<file path="src/rtl/seg_scan_capture.sv">
// Purpose : recover BCD digits from a scanned 7-segment bus and publish complete frames with per-digit error flags.
// Latency : a pattern held from edge k captures at edge k+STABLE_CYCLES-1; a completing capture publishes on that same edge.
// Backpr. : none; this block only observes the bus and can never stall it. frame_valid pulses once per frame.
// Ports   : clk, rst_n (async, active-low); seg_in[6:0] (bit6=a .. bit0=g, 1 = lit); dig_en (one-hot digit enable);
//           bcd_out (digit i at [4i+3:4i]), err_out (per-digit invalid flag), frame_err (|err_out), frame_valid.
module seg_scan_capture #(
  parameter int DIGITS        = 4,
  parameter int STABLE_CYCLES = 3
) (
  input  logic                  clk,
  input  logic                  rst_n,
  input  logic [6:0]            seg_in,
  input  logic [DIGITS-1:0]     dig_en,
  output logic [4*DIGITS-1:0]   bcd_out,
  output logic [DIGITS-1:0]     err_out,
  output logic                  frame_err,
  output logic                  frame_valid
);

  localparam int         SW      = 7 + DIGITS;
  localparam logic [3:0] RUN_MAX = 4'(STABLE_CYCLES);
  localparam logic [3:0] RUN_ARM = 4'(STABLE_CYCLES - 1);

  logic [SW-1:0]       s_reg;
  logic [3:0]          run_cnt;
  logic [4*DIGITS-1:0] shadow_bcd;
  logic [DIGITS-1:0]   shadow_err;
  logic [DIGITS-1:0]   seen;

  logic [SW-1:0]       sample;
  logic                same;
  logic                en_onehot;
  logic                capture;
  logic                complete;
  logic [3:0]          dec_val;
  logic                dec_err;
  logic [4*DIGITS-1:0] next_bcd;
  logic [DIGITS-1:0]   next_err;

  assign sample    = {seg_in, dig_en};
  assign same      = (sample == s_reg);
  assign en_onehot = (dig_en != '0) && ((dig_en & (dig_en - 1'b1)) == '0);

  // The arm level is only reached once per run because run_cnt saturates at
  // RUN_MAX, so a long hold cannot recapture.
  assign capture   = same && (run_cnt == RUN_ARM) && en_onehot;

  // dig_en is one-hot whenever capture is true, so OR-ing it into seen is
  // the post-capture seen set.
  assign complete  = capture && (&(seen | dig_en));

  always_comb begin
    dec_val = 4'd0;
    dec_err = 1'b0;
    case (seg_in)
      7'b1111110: dec_val = 4'd0;
      7'b0110000: dec_val = 4'd1;
      7'b1101101: dec_val = 4'd2;
      7'b1111001: dec_val = 4'd3;
      7'b0110011: dec_val = 4'd4;
      7'b1011011: dec_val = 4'd5;
      7'b1011111: dec_val = 4'd6;
      7'b1110000: dec_val = 4'd7;
      7'b1111111: dec_val = 4'd8;
      7'b1111011: dec_val = 4'd9;
      default:    dec_err = 1'b1;
    endcase
  end

  // Shadow contents as they will be after this edge's capture; used both to
  // update the shadow and to publish a completing frame in the same cycle.
  always_comb begin
    next_bcd = shadow_bcd;
    next_err = shadow_err;
    for (int i = 0; i < DIGITS; i++) begin
      if (dig_en[i]) begin
        next_bcd[4*i +: 4] = dec_val;
        next_err[i]        = dec_err;
      end
    end
  end

  always_ff @(posedge clk or negedge rst_n) begin
    if (!rst_n) begin
      s_reg       <= '0;
      run_cnt     <= '0;
      shadow_bcd  <= '0;
      shadow_err  <= '0;
      seen        <= '0;
      bcd_out     <= '0;
      err_out     <= '0;
      frame_err   <= 1'b0;
      frame_valid <= 1'b0;
    end else begin
      s_reg       <= sample;
      frame_valid <= 1'b0;

      if (!same)
        run_cnt <= 4'd1;
      else if (run_cnt != RUN_MAX)
        run_cnt <= run_cnt + 4'd1;

      if (capture) begin
        shadow_bcd <= next_bcd;
        shadow_err <= next_err;
        if (complete) begin
          bcd_out     <= next_bcd;
          err_out     <= next_err;
          frame_err   <= |next_err;
          frame_valid <= 1'b1;
          seen        <= '0;
        end else begin
          seen <= seen | dig_en;
        end
      end
    end
  end

endmodule

</file>
<file path="config.mk">
export PLATFORM = sky130hd
export DESIGN_NAME = seg_scan_capture
export DESIGN_NICKNAME = d
export VERILOG_FILES = /design/src/rtl/seg_scan_capture.sv
export SDC_FILE = /design/constraint.sdc
export NUM_CORES = 1
export LEC_CHECK = 0
export CAP_MARGIN = 20
export CORE_MARGIN = 2
export CORE_UTILIZATION = 35
export CTS_CLUSTER_DIAMETER = 200
export CTS_CLUSTER_SIZE = 30
export DETAILED_ROUTE_END_ITERATION = 7
export GPL_ROUTABILITY_DRIVEN = 0
export GPL_TIMING_DRIVEN = 1
export HOLD_SLACK_MARGIN = 0.02
export MAX_ROUTING_LAYER = met4
export PLACE_DENSITY = 0.61
export SLEW_MARGIN = 20
export SYNTH_ARGS = -nofsm -noshare
export SYNTH_HDL_FRONTEND = slang
export SYNTH_SLANG_ARGS = --single-unit
export TNS_END_PERCENT = 10
</file>
<file path="constraint.sdc">
create_clock -name clk -period 2 [get_ports clk]
set_input_delay 0.4 -clock clk [delete_from_list [all_inputs] [get_ports clk]]
set_output_delay 0.4 -clock clk [all_outputs]
set_load 0.02 [all_outputs]
</file>
# Yosys cells after proc, flatten, opt, wreduce, memory -nomap -nowiden
# Cells that the tools add are included.
[totals]
reg_bits = 61
[op_classes]
n_addsub = 2
n_eq_ne = 14
muxes = 15
bitwise_logic = 2
reduce_logical = 10
[op_table]
columns = ["cell", "n"]
rows = [
  ["equality test 7 bit (second input constant)", 8],
  ["case mux 4 bit (9 select lines)", 1],
  ["2-to-1 mux 4 bit", 7],
  ["equality test 7 x 6 -> 1 bit (second input constant)", 2],
  ["equality test 11 bit", 1],
  ["OR reduction 10 bit", 1],
  ["2-to-1 mux 1 bit", 7],
  ["adder 4 x 1 -> 4 bit (second input constant)", 1],
  ["AND 4 bit", 1],
  ["equality test 4 x 2 -> 1 bit (second input constant)", 1],
  ["logical AND 1 bit", 4],
  ["logical NOT 4 bit", 1],
  ["inequality test 4 x 2 -> 1 bit (second input constant)", 1],
  ["bitwise OR 4 bit", 1],
  ["AND reduction 4 bit", 1],
  ["nonzero test 4 bit", 1],
  ["OR reduction 4 bit", 1],
  ["subtractor 4 x 1 -> 4 bit (second input constant)", 1],
  ["inequality test 2 x 1 -> 1 bit (second input constant)", 1],
  ["AND reduction 2 bit", 1],
]

# Depth between registers and ports, before layout
# Gate-level depths: netlist of run 1.
[depth]
word_depth = 8
depth_mapped = 8
mapped_depth_nobuf = 5

# Least setup slack after synthesis of run 1
# OpenSTA, ideal clock, no wires.
[synth_timing]
kind = "input-to-reg"
startpoint = "in seg_in[5]"
endpoint = "reg bcd_out[0]"
setup_ps = 125
t_arrival_ps = 1835
slack_ps = 40
cell_stages = 8
path_buffers = 3
cell_sequence = "buf_2 xor2_1 nor4_2 and4_1 buf_4 nand3_4 buf_6 mux2_4"
[synth_between]
elab_chain_len = 5
word_cells_on_any_way = 16
cone_classes = "10 x eq/ne; 2 x mux; 4 x reduce/logical"
[synth_rtl]
columns = ["element", "line", "rtl"]
rows = [
  ["start: declaration", "12", "input logic [6:0] seg_in,"],
  ["parallel branches: the longest is 5 deep, another holds case mux 4 bit (9 select lines)", "--", ""],
  ["end signal: assignment", "107", "bcd_out <= next_bcd;"],
  ["end: declaration", "14", "output logic [4*DIGITS-1:0] bcd_out,"],
]
# Several ways; the timed one is not identified.
# A chain may end at the register's enable or synchronous reset.

# Final worst setup path of run 1
[layout_timing]
startpoint = "reg s_reg[5]"
endpoint = "reg bcd_out[7]"
[layout_between]
elab_chain_len = 5
[layout_rtl]
columns = ["element", "line", "rtl"]
rows = [
  ["start: declaration", "24", "logic [SW-1:0] s_reg;"],
  ["start signal: assignment", "95", "s_reg <= sample;"],
  ["equality test 11 bit (*)", "41", "assign same = (sample == s_reg);"],
  ["logical AND 1 bit (*) (2 in a row)", "46", "assign capture = same && (run_cnt == RUN_ARM) && en_onehot;"],
  ["logical AND 1 bit", "50", "assign complete = capture && (&(seen | dig_en));"],
  ["AND reduction 2 bit (no source line) (*)", "--", ""],
]
# Every way passes the cells marked *; elsewhere a longest branch is shown, timed or not.

==> flow_metrics.tcl, run 1 <==
set metrics [dict create \
    outcome "complete, no violations" \
    stage_delay_of_the_slowest_cell_on_the_critical_path_ns 0.37 \
    synth.yosys.warnings 0 \
    dpl.cell_count 398 \
    synth_nets 250 \
    post-route-drc-count 0 \
    clock_insertion_delay_worst_skew_ns 0.34 \
    grt_remaining_overflow 0 \
    cp_max_fo 5 \
    arrival_ns 2.21 \
    layout.cells.most_common "dfrtp_1" \
    non_filler_cells_in_the_finished_layout 419 \
    detailedPlacementHpwl_um 4370 \
    wl_per_cell_um 15.0 \
    max_stage_delay_cell_worst_path "dfrtp_1" \
    cp_num_buf_inv 1 \
    grt_pass1_wl_um 10900 \
    tightest_slew_ns 0.377 \
    num_rows 33 \
    max_freq_mhz 506 \
    start_kind "register" \
    clockPowerShare_pct 43.3 \
    final_critical_delay_including_setup_and_external_delays_ns 1.98 \
    filler_cell_count 766 \
    postRouteWirelength_um 6310 \
    drt_iter0_markers 130 \
    tritoncts "yes" \
    grt_max_degree 42 \
    via_per_inst 4.89 \
    most_area_consuming_cells_after_synthesis "dfrtp_1 (52%), mux2_2 (11%), mux2_4 (9.7%)" \
    drive_above_1_share_pct 38.5 \
    synth_area_leader_cell "dfrtp_1" \
    ctsLongestPathBuffers 2 \
    cts_max_level 3 \
    design.die.area_um2 9190 \
    initial_core_util_pct 35.9 \
    maxCapViolCount 0 \
    critical-path-top-delay-family "simple AND/OR/NAND/NOR gates" \
    layout.nets 324 \
    irDropWorstVdd_mv 0.359 \
    clkSinkCount 61 \
    yosys_cell_types 43 \
    worst_path_class_setup "reg -> reg" \
    final_antenna_net_count 0 \
    max-slew-margin-rel_pct 74.9 \
    setup-violations-final 0 \
    fin_worst_skew_ns 0.00840 \
    intPower_mw 1.94 \
    holdCritPathClass "in -> reg" \
    clk_root_buffer_cell "clkbuf_8" \
    cp-end-kind "register" \
    static-leakage-power_nw 1.96 \
    placeableCoreArea_um2 8220 \
    io-pin-count 35 \
    die_height_um 95.9 \
    ant_diodes 0 \
    final-hold-violation-count 0 \
    layout.area.seq_um2 1530 \
    final_cell_mix "dfrtp_1 (61), buf_4 (28), mux2_2 (25), mux2_4 (24), clkdlybuf4s50_1 (24)" \
    routed-via-count 2051 \
    die_x_um 95.9 \
    netlist.area_leader.share_pct 51.7 \
    synthesis.area_um2 2950 \
    groute.usage.overall_pct 16.2 \
    synth_flop_cell "dfrtp_1" \
    cts.clk_slew.worst_paths_ns 0.07 \
    synth_enable_flop_cells 0 \
    finalMaxSlewViolations 0 \
    cts_buffers 9 \
    seq_power_share_pct 48.9 \
    worstPathRequired_ns 2.23 \
    post_synthesis_async_set_or_reset_flop_share_pct 100 \
    synth_cells 235 \
    netSwitchingFraction_pct 24.0 \
    grt_antenna_before_repair 0 \
    syn_avg_cell_area_um2 12.6 \
    combinationalPowerShare_pct 7.8 \
    power.density_nw_per_um2 639 \
    cp_cell_sequence "xor2_1 > nor4_2 > and4_4 > nand3_4 > bufbuf_16 > mux2_4" \
    area.growth.synth_to_final_pct 35.3 \
    power.switching_mw 0.613 \
    first_global_vias 2192 \
    finalHoldWorstSlack_ns 0.382 \
    first_pass_iters 4 \
    placement.io_buffers 34 \
    multi_input_comb_area_um2 1380 \
    ys_seq_area_share_pct 51.7 \
    synth.ff_latch_count 61 \
    rsz_0062_raised_after_global_routing "true" \
    min_period_over_period_pct 98.9 \
]
==> synthesized netlist by cell type (all sizes together), types with 2 or more instances <==
master  number
ha           2
xnor2        3
and4         2
nor3         2
buf          8
and3         2
xor2        11
o21ai        2
nand3        7
nand2       10
mux2        49
nor4         3
o22ai        2
dfrtp       61
nand2b       3
o21bai       4
a31oi        4
a21oi       11
o21a         2
inv          4
clkbuf       5
nor4b        3
nor3b        2
nor2b        5
nor2        16
==> power by group through the flow <==
stage / clock network [mW] / logic, mW / registers (mW)
final: 1.10 / 0.200 / 1.25
after global routing: 1.18 / 0.223 / 1.25
after CTS: 1.13 / 0.202 / 1.25
after detailed placement: 0 / 0.198 / 1.27
after global placement: 0 / 0.196 / 1.27
after floorplan: 0 / 0.0837 / 1.27
==> kinds of logic after synthesis <==
group	count (synthesis)	synth area share [%]
XOR/XNOR	14	4.15
multiplexers	49	21.1
flip-flops	61	51.7
buffers and inverters	17	3.39
adder cells (fa/ha/maj)	2	0.847
AO/OA/AOI/OAI	31	6.82
AND/OR/NAND/NOR	61	12.0
==> worst paths after layout <==
check	from	endpoint	slack [ns]	cells after the start
setup reg to reg	s_reg[5]	bcd_out[7]	0.02	6
setup / recovery	s_reg[5]	bcd_out[7]	0.02	6
max in group asynchronous	rst_n	run_cnt[1]	1.19	3
hold reg to reg	shadow_bcd[9]	shadow_bcd[9]	0.51	1
hold / removal	seg_in[4]	s_reg[8]	0.38	1
min in group asynchronous	rst_n	shadow_bcd[7]	0.56	3
==> layout make-up <==
type                       instances  share of cell area (%)
sequential                        61                    38.2
tap                              105                    3.29
multi-input combinational        157                    34.6
clock inverter                     6                    1.57
timing repair buffer              76                    18.5
inverter                           4                   0.376
clock buffer                      10                    3.45
==> worst reg2reg max path, stage by stage, from the launching register on <==
cell,delay (ns)
dfrtp_1,0.37
xor2_1,0.15
nor4_2,0.36
and4_4,0.31
nand3_4,0.10
bufbuf_16,0.29
mux2_4,0.29
==> metrics by stage <==
stage / util [%] / cell area, µm² / setup TNS [ns] / power, mW / setup slack, ns
6_report: 48.6 / 3990 / 0 / 2.55 / 0.0228
3_3_place_gp: 44.6 / 3660 / -21.65 / 1.47 / -0.561
4_1_cts: 48.2 / 3960 / 0 / 2.58 / 0.00241
3_5_place_dp: 44.6 / 3660 / -21.87 / 1.47 / -0.598
5_1_grt: 48.6 / 3990 / -1.69 / 2.65 / -0.0797
2_1_floorplan: - / 2950 / 0 / 1.36 / 0.0403
==> layer usage <==
| metal | vias up | track usage (%) | share of wire [%] |
|---|---|---|---|
| li1 | 983 | - | - |
| met1 | 1035 | 21.0 | 48 |
| met2 | 29 | 24.5 | 47 |
| met3 | 4 | 3.68 | 3.3 |
| met4 | 0 | 6.55 | 1.0 |
| met5 | - | - | 0 |
==> repair_timing <==
action	4_1_cts	5_1_grt
setup buffers	4	0
hold buffers	1	0
gates resized for setup	20	13
cloned	1	0
hold endpoints to repair	10	0
pin swaps	9	3
endpoints found under the setup margin	37	38
Power figures use the tool's default switching activity.
==> run 2, diff against run 1 <==
Settings changed: CORE_MARGIN 2 to not set, GPL_ROUTABILITY_DRIVEN 0 to not set, PLACE_DENSITY 0.61 to not set.
==> run 2 against run 1 <==
  * The flow now finishes with violations (design-rule violations)
  * Sequential power hardly changed
  * Non-clock buffer count is 5 lower
  * Combinational power is 3% lower
  * Register-to-register slack better by 0.04 ns
  * Global-route usage is 0.39 points higher
  * Flip-flop and latch count stayed put
  * Critical endpoint is now err_out[2]
  * Clock power is 11% higher
  * Core utilization is 0.35 points lower
  * Setup slack better by 0.025 ns
  * Wire length is 1.1% higher
  * Cell count is 1.2% lower
  * Count of clock-buffer cells in the layout stayed put
==> flow_metrics.tcl, run 2 (synthesis gave the netlist of run 1 again) <==
set metrics [dict create \
    first_global_vias 2116 \
    clk_root_buffer_cell "clkbuf_8" \
    overall_power_mw 2.67 \
    arrival_ns 2.17 \
    netSwitchingFraction_pct 22.7 \
    power.switching_mw 0.605 \
    outcome "complete, but fails checks" \
    groute.usage.overall_pct 16.6 \
    final_util_pct 48.3 \
    io-pin-count 35 \
    ant_diodes 0 \
    holdCritPathClass "in -> async" \
    initial_core_util_pct 36.1 \
    intPower_mw 2.06 \
    combinationalPowerShare_pct 7.3 \
    layout.cells.most_common "dfrtp_1" \
    cts_buffers 9 \
    layout.nets 319 \
    finalMaxSlewViolations 0 \
    grt_max_degree 42 \
    tightest_slew_ns 0.505 \
    worst_path_class_setup "in -> reg" \
    min_period_over_period_pct 97.6 \
    num_rows 33 \
    grt_remaining_overflow 0 \
    cp_max_fo 10 \
    design.die.area_um2 8810 \
    drive_above_1_share_pct 38.2 \
    clkSinkCount 61 \
    max-slew-margin-rel_pct 66.4 \
    area.growth.synth_to_final_pct 33.6 \
    placeableCoreArea_um2 8180 \
    dpl.cell_count 395 \
    stage_delay_of_the_slowest_cell_on_the_critical_path_ns 0.45 \
    final_cell_mix "dfrtp_1 (61), mux2_2 (30), buf_4 (27), clkdlybuf4s50_1 (23), mux2_4 (19)" \
    grt_pass1_wl_um 10600 \
    clockPowerShare_pct 45.9 \
    power.density_nw_per_um2 676 \
    holdBufCountCts 0 \
    tritoncts "yes" \
    final_critical_delay_including_setup_and_external_delays_ns 1.95 \
    first_pass_iters 6 \
    cts.clk_slew.worst_paths_ns 0.07 \
    finalSetupTns_ns 0 \
    placement.io_buffers 34 \
    wl_per_cell_um 15.4 \
    cts_max_level 3 \
    die_height_um 93.9 \
    detailedPlacementHpwl_um 4280 \
    fin_worst_skew_ns 0.00657 \
    cp_cell_sequence "dlygate4sd2_1 > buf_6 > or3b_2 > a311oi_2 > a211o_1 > o21bai_1 > mux2_4" \
    gpl.final_weighted_congestion 0.767 \
    static-leakage-power_nw 1.93 \
    rsz_0062_raised_after_global_routing "true" \
    max_stage_delay_cell_worst_path "or3b_2" \
    non_filler_cells_in_the_finished_layout 414 \
    start_kind "input pin" \
    postRouteWirelength_um 6370 \
    routed-via-count 2042 \
    drt_iter0_markers 76 \
    clock_insertion_delay_worst_skew_ns 0.34 \
    final-hold-violation-count 0 \
    irDropWorstVdd_mv 0.404 \
    maxCapViolCount 0 \
    ctsLongestPathBuffers 2 \
    worstPathRequired_ns 2.22 \
    failed_checks "design-rule violations" \
    seq_power_share_pct 46.9 \
    grt_antenna_before_repair 0 \
    cp-end-kind "register" \
    via_per_inst 4.93 \
    die_x_um 93.9 \
    final_antenna_net_count 0 \
    post-route-drc-count 2 \
    max_freq_mhz 512 \
    setup-violations-final 0 \
]
## run 2: cell count changes in the layout (fill, tap and decap cells not counted), sizes merged
cell,previous run,this run
bufbuf,1,0
clkdlybuf4s50,24,23
clkinv,5,3
dlymetal6s2s,0,1
bufinv,1,2
buf,41,38
clkinvlp,0,1
dlygate4sd3,1,0
## run 2: layout make-up
cell class                      count  area [µm²]
Multi-Input combinational cell    157        1360
Sequential cell                    61        1530
Clock buffer                       10         138
Clock inverter                      6        86.3
Inverter                            4        15.0
Timing Repair Buffer               71         684
Tap cell                          105         131
Fill cell                         782        4230
## run 2: final timing paths
path | from | endpoint | slack [ns] | depth (start not counted)
max reg2reg | s_reg[2] | bcd_out[8] | 0.06 | 6
min reg2reg | shadow_bcd[11] | shadow_bcd[11] | 0.50 | 1
min in group clk | dig_en[0] | s_reg[0] | 0.38 | 1
min | rst_n | bcd_out[12] | 0.03 | 1
max | seg_in[1] | err_out[2] | 0.05 | 7
max in group asynchronous | rst_n | s_reg[2] | 1.39 | 2
## run 2: through the flow
| stage | cell area [µm²] | hold slack (ns) | setup slack [ns] |
|---|---|---|---|
| 5_1_grt | 3950 | 0.0464 | -0.0286 |
| 6_report | 3950 | 0.0253 | 0.0482 |
| 2_1_floorplan | 2950 | 0.104 | 0.0403 |
| 3_5_place_dp | 3630 | 0.404 | -0.550 |
| 4_1_cts | 3920 | 0.0261 | 0.0375 |
| 3_3_place_gp | 3630 | 0.396 | -0.553 |
## run 2: power groups by stage
stage	clock (mW)	combinational, mW	sequential, mW
after floorplan	0	0.0837	1.27
after global placement	0	0.195	1.27
after detailed placement	0	0.196	1.27
after CTS	1.26	0.195	1.25
after global routing	1.31	0.215	1.25
final	1.22	0.194	1.25
## run 2: timing repair
| action | in CTS | in global routing |
|---|---|---|
| setup endpoints to repair | 41 | 41 |
| pin swaps | 8 | 7 |
| resized for setup | 22 | 6 |
| setup buffers | 2 | 0 |
| cloned | 1 | 0 |
## run 2: worst max-delay path: cells and delay by family
kind            cells  cell delay [ns]
mux                 1             0.28
simple gates        1             0.45
compound gates      3             0.63
buf+inv             2             0.40
## run 2: per-layer routing
metal / track usage, % / share of wire [%]
met2: 25.0 / 48
met5: - / 0
met1: 21.4 / 47
met3: 4.21 / 3.5
met4: 6.54 / 1.6
==> run 3, diff against run 2 <==
Settings changed: ABC_AREA set to 1.
==> run 3 against run 2 <==
  * The flow now finishes without violations
  * Non-clock buffer count increased by 9
  * Critical path depth grew 3
  * First-iteration DRC count increased by 24%
  * Total power decreased by 3.5%
  * Flip-flop and latch count unchanged
  * Largest cell class unchanged
==> flow_metrics.tcl, run 3 <==
set metrics [dict create \
    cp-end-kind "register" \
    ctsLongestPathBuffers 2 \
    synth_fa_ha_area_share_pct 0.817 \
    power.density_nw_per_um2 636 \
    main_combinational_cell_family_by_area_after_synthesis "simple AND/OR/NAND/NOR gates" \
    ant_diodes 0 \
    grt_max_degree 30 \
    via_per_inst 4.68 \
    grt_pass1_wl_um 12300 \
    layout.nets 477 \
    syn_avg_cell_area_um2 8.02 \
    synthesis.area_um2 3060 \
    first_global_vias 2619 \
    clk_root_buffer_cell "clkbuf_8" \
    reg2reg_slack_ns 0.29 \
    postRouteWirelength_um 7130 \
    groute.usage.overall_pct 18.3 \
    holdBufCountCts 0 \
    placement.setup.worst_slack_ns -0.327 \
    ys_seq_area_share_pct 49.8 \
    tightest_slew_ns 0.485 \
    grt_remaining_overflow 0 \
    gpl.final_weighted_congestion 0.847 \
    die_height_um 95.6 \
    tritoncts "yes" \
    regToRegStartpoint "run_cnt[2]" \
    start_kind "input pin" \
    drive_above_1_share_pct 18.7 \
    reg2reg_to "bcd_out[10]" \
    critical_path.startpoint "dig_en[2]" \
    io-pin-count 35 \
    synth_enable_flop_cells 0 \
    initial_core_util_pct 36.7 \
    detailedPlacementHpwl_um 5090 \
    fin_worst_skew_ns 0.00720 \
    holdCritPathClass "in -> async" \
    synth.ff_latch_count 61 \
    num_rows 33 \
    design.die.area_um2 9130 \
    ys_top_cells_by_count "nand2_1 (167), dfrtp_1 (61), inv_1 (31)" \
    final_antenna_net_count 0 \
    maxCapViolCount 0 \
    final_cell_mix "nand2_1 (166), dfrtp_1 (61), buf_4 (43), clkdlybuf4s50_1 (30), inv_1 (29)" \
    yosys.area_share.xor_xnor_pct 3.10 \
    first_pass_iters 7 \
    final-hold-violation-count 0 \
    area.growth.synth_to_final_pct 32.0 \
    wl_per_cell_um 12.5 \
    finalMaxSlewViolations 0 \
    layout.cells.most_common "nand2_1" \
    placement.io_buffers 34 \
    cts_max_level 3 \
    worstPathRequired_ns 2.28 \
    most_area_consuming_cells_after_synthesis "dfrtp_1 (50%), nand2_1 (20%), inv_1 (3.8%)" \
    die_x_um 95.6 \
    max_freq_mhz 538 \
    post-route-drc-count 0 \
    synth-simple-area-share_pct 33.9 \
    routed-via-count 2671 \
    synth.yosys.warnings 0 \
    synth_area_leader_cell "dfrtp_1" \
    irDropWorstVdd_mv 0.393 \
    post_synthesis_async_set_or_reset_flop_share_pct 100 \
    cts.clk_slew.worst_paths_ns 0.07 \
    clock_insertion_delay_worst_skew_ns 0.34 \
    clkSinkCount 61 \
    min_period_over_period_pct 93.0 \
    yosys_cell_types 30 \
    outcome "complete, no violations" \
    synth_compound_gate_area_share_pct 5.27 \
    cts_buffers 9 \
    synth_flop_cell "dfrtp_1" \
    overall_power_mw 2.57 \
    finalWorstSetupSlack_ns 0.140 \
    synth_mux_area_share_pct 0 \
    timing.reg2reg.worst_path_depth 8 \
    final_critical_delay_including_setup_and_external_delays_ns 1.86 \
    setup-violations-final 0 \
    static-leakage-power_nw 2.14 \
    synth_nets 397 \
    worst_path_class_setup "in -> reg" \
    drt_iter0_markers 94 \
    placeableCoreArea_um2 8340 \
    rsz_0062_raised_after_global_routing "true" \
    arrival_ns 2.14 \
    netlist.area_leader.share_pct 49.8 \
    synth_cells 382 \
    critical_path.endpoint "bcd_out[10]" \
    max-slew-margin-rel_pct 67.7 \
    yosysMostFrequentCell "nand2_1" \
    grt_antenna_before_repair 0 \
    cp_max_fo 9 \
]
[run 3: changes by cell type after synthesis, moves of 6 or more]
cell / delta
inv_1: +27
mux2_2: -30
mux2_4: -19
nand2_1: +157
nand3_1: +16
nor2_1: +6
o21ai_0: +19
or2_2: +6
xor2_1: -8
[run 3: timing repair]
action / in CTS / in global routing
endpoints found under the setup margin: 0 / 44
setup buffers: 0 / 1
gates resized for setup: 0 / 13
[run 3: metal layers]
metal / GRT usage [%] / share of wire [%]
met4: 6.09 / 1.5
met1: 23.0 / 48
met5: - / 0
met2: 29.1 / 46
met3: 4.31 / 3.9
[run 3: metrics by stage]
| step | instance area, µm² | hold WS [ns] | cells | TNS, ns | util, % |
|---|---|---|---|---|---|
| 2_1_floorplan | 3060 | 0.104 | 382 | 0 | - |
| 3_3_place_gp | 3820 | 0.380 | 555 | -12.27 | 45.8 |
| 3_5_place_dp | 3820 | 0.397 | 555 | -12.67 | 45.8 |
| 4_1_cts | 4010 | 0.0299 | 570 | 0 | 48.0 |
| 5_1_grt | 4040 | 0.0437 | 571 | -0.0467 | 48.5 |
| 6_report | 4040 | 0.0143 | 571 | 0 | 48.5 |
[run 3: how the worst min path moves through the flow]
stage               start         end  slack (ns)  cells after the start
CTS                 rst_n  run_cnt[3]        0.03                      1
global route        rst_n  run_cnt[3]        0.04                      1
detailed placement  rst_n  run_cnt[3]        0.40                      1
finish              rst_n  run_cnt[3]        0.01                      1
floorplan           rst_n  bcd_out[0]        0.10                      0
global placement    rst_n  run_cnt[1]        0.38                      1
[run 3: layout make-up]
class | instances | area, µm²
clock buffer | 11 | 141
clock inverter | 4 | 48.8
fill | 799 | 4300
inverter | 34 | 130
multi-input combinational | 276 | 1340
sequential | 61 | 1530
tap | 105 | 131
timing repair buffer | 80 | 726
[run 3: worst max-delay path: stages]
cell             delay, ns
clkdlybuf4s50_1       0.59
xnor2_2               0.14
nand2_1               0.10
nor3_4                0.16
nor2b_2               0.19
buf_4                 0.18
nand3_4               0.11
inv_4                 0.13
nand2_1               0.07
nand2_1               0.06
[run 3: cells by family after synthesis]
kind of cell	Yosys count
buf+inv	45
xor+xnor	10
flops	61
simple gates	233
fa+ha+maj	2
compound gates	31
[run 3: report_power, final]
part           internal (mW)  switching [mW]
combinational          0.101           0.130
sequential              1.24         0.00527
clock                  0.601           0.490
total                   1.95           0.626
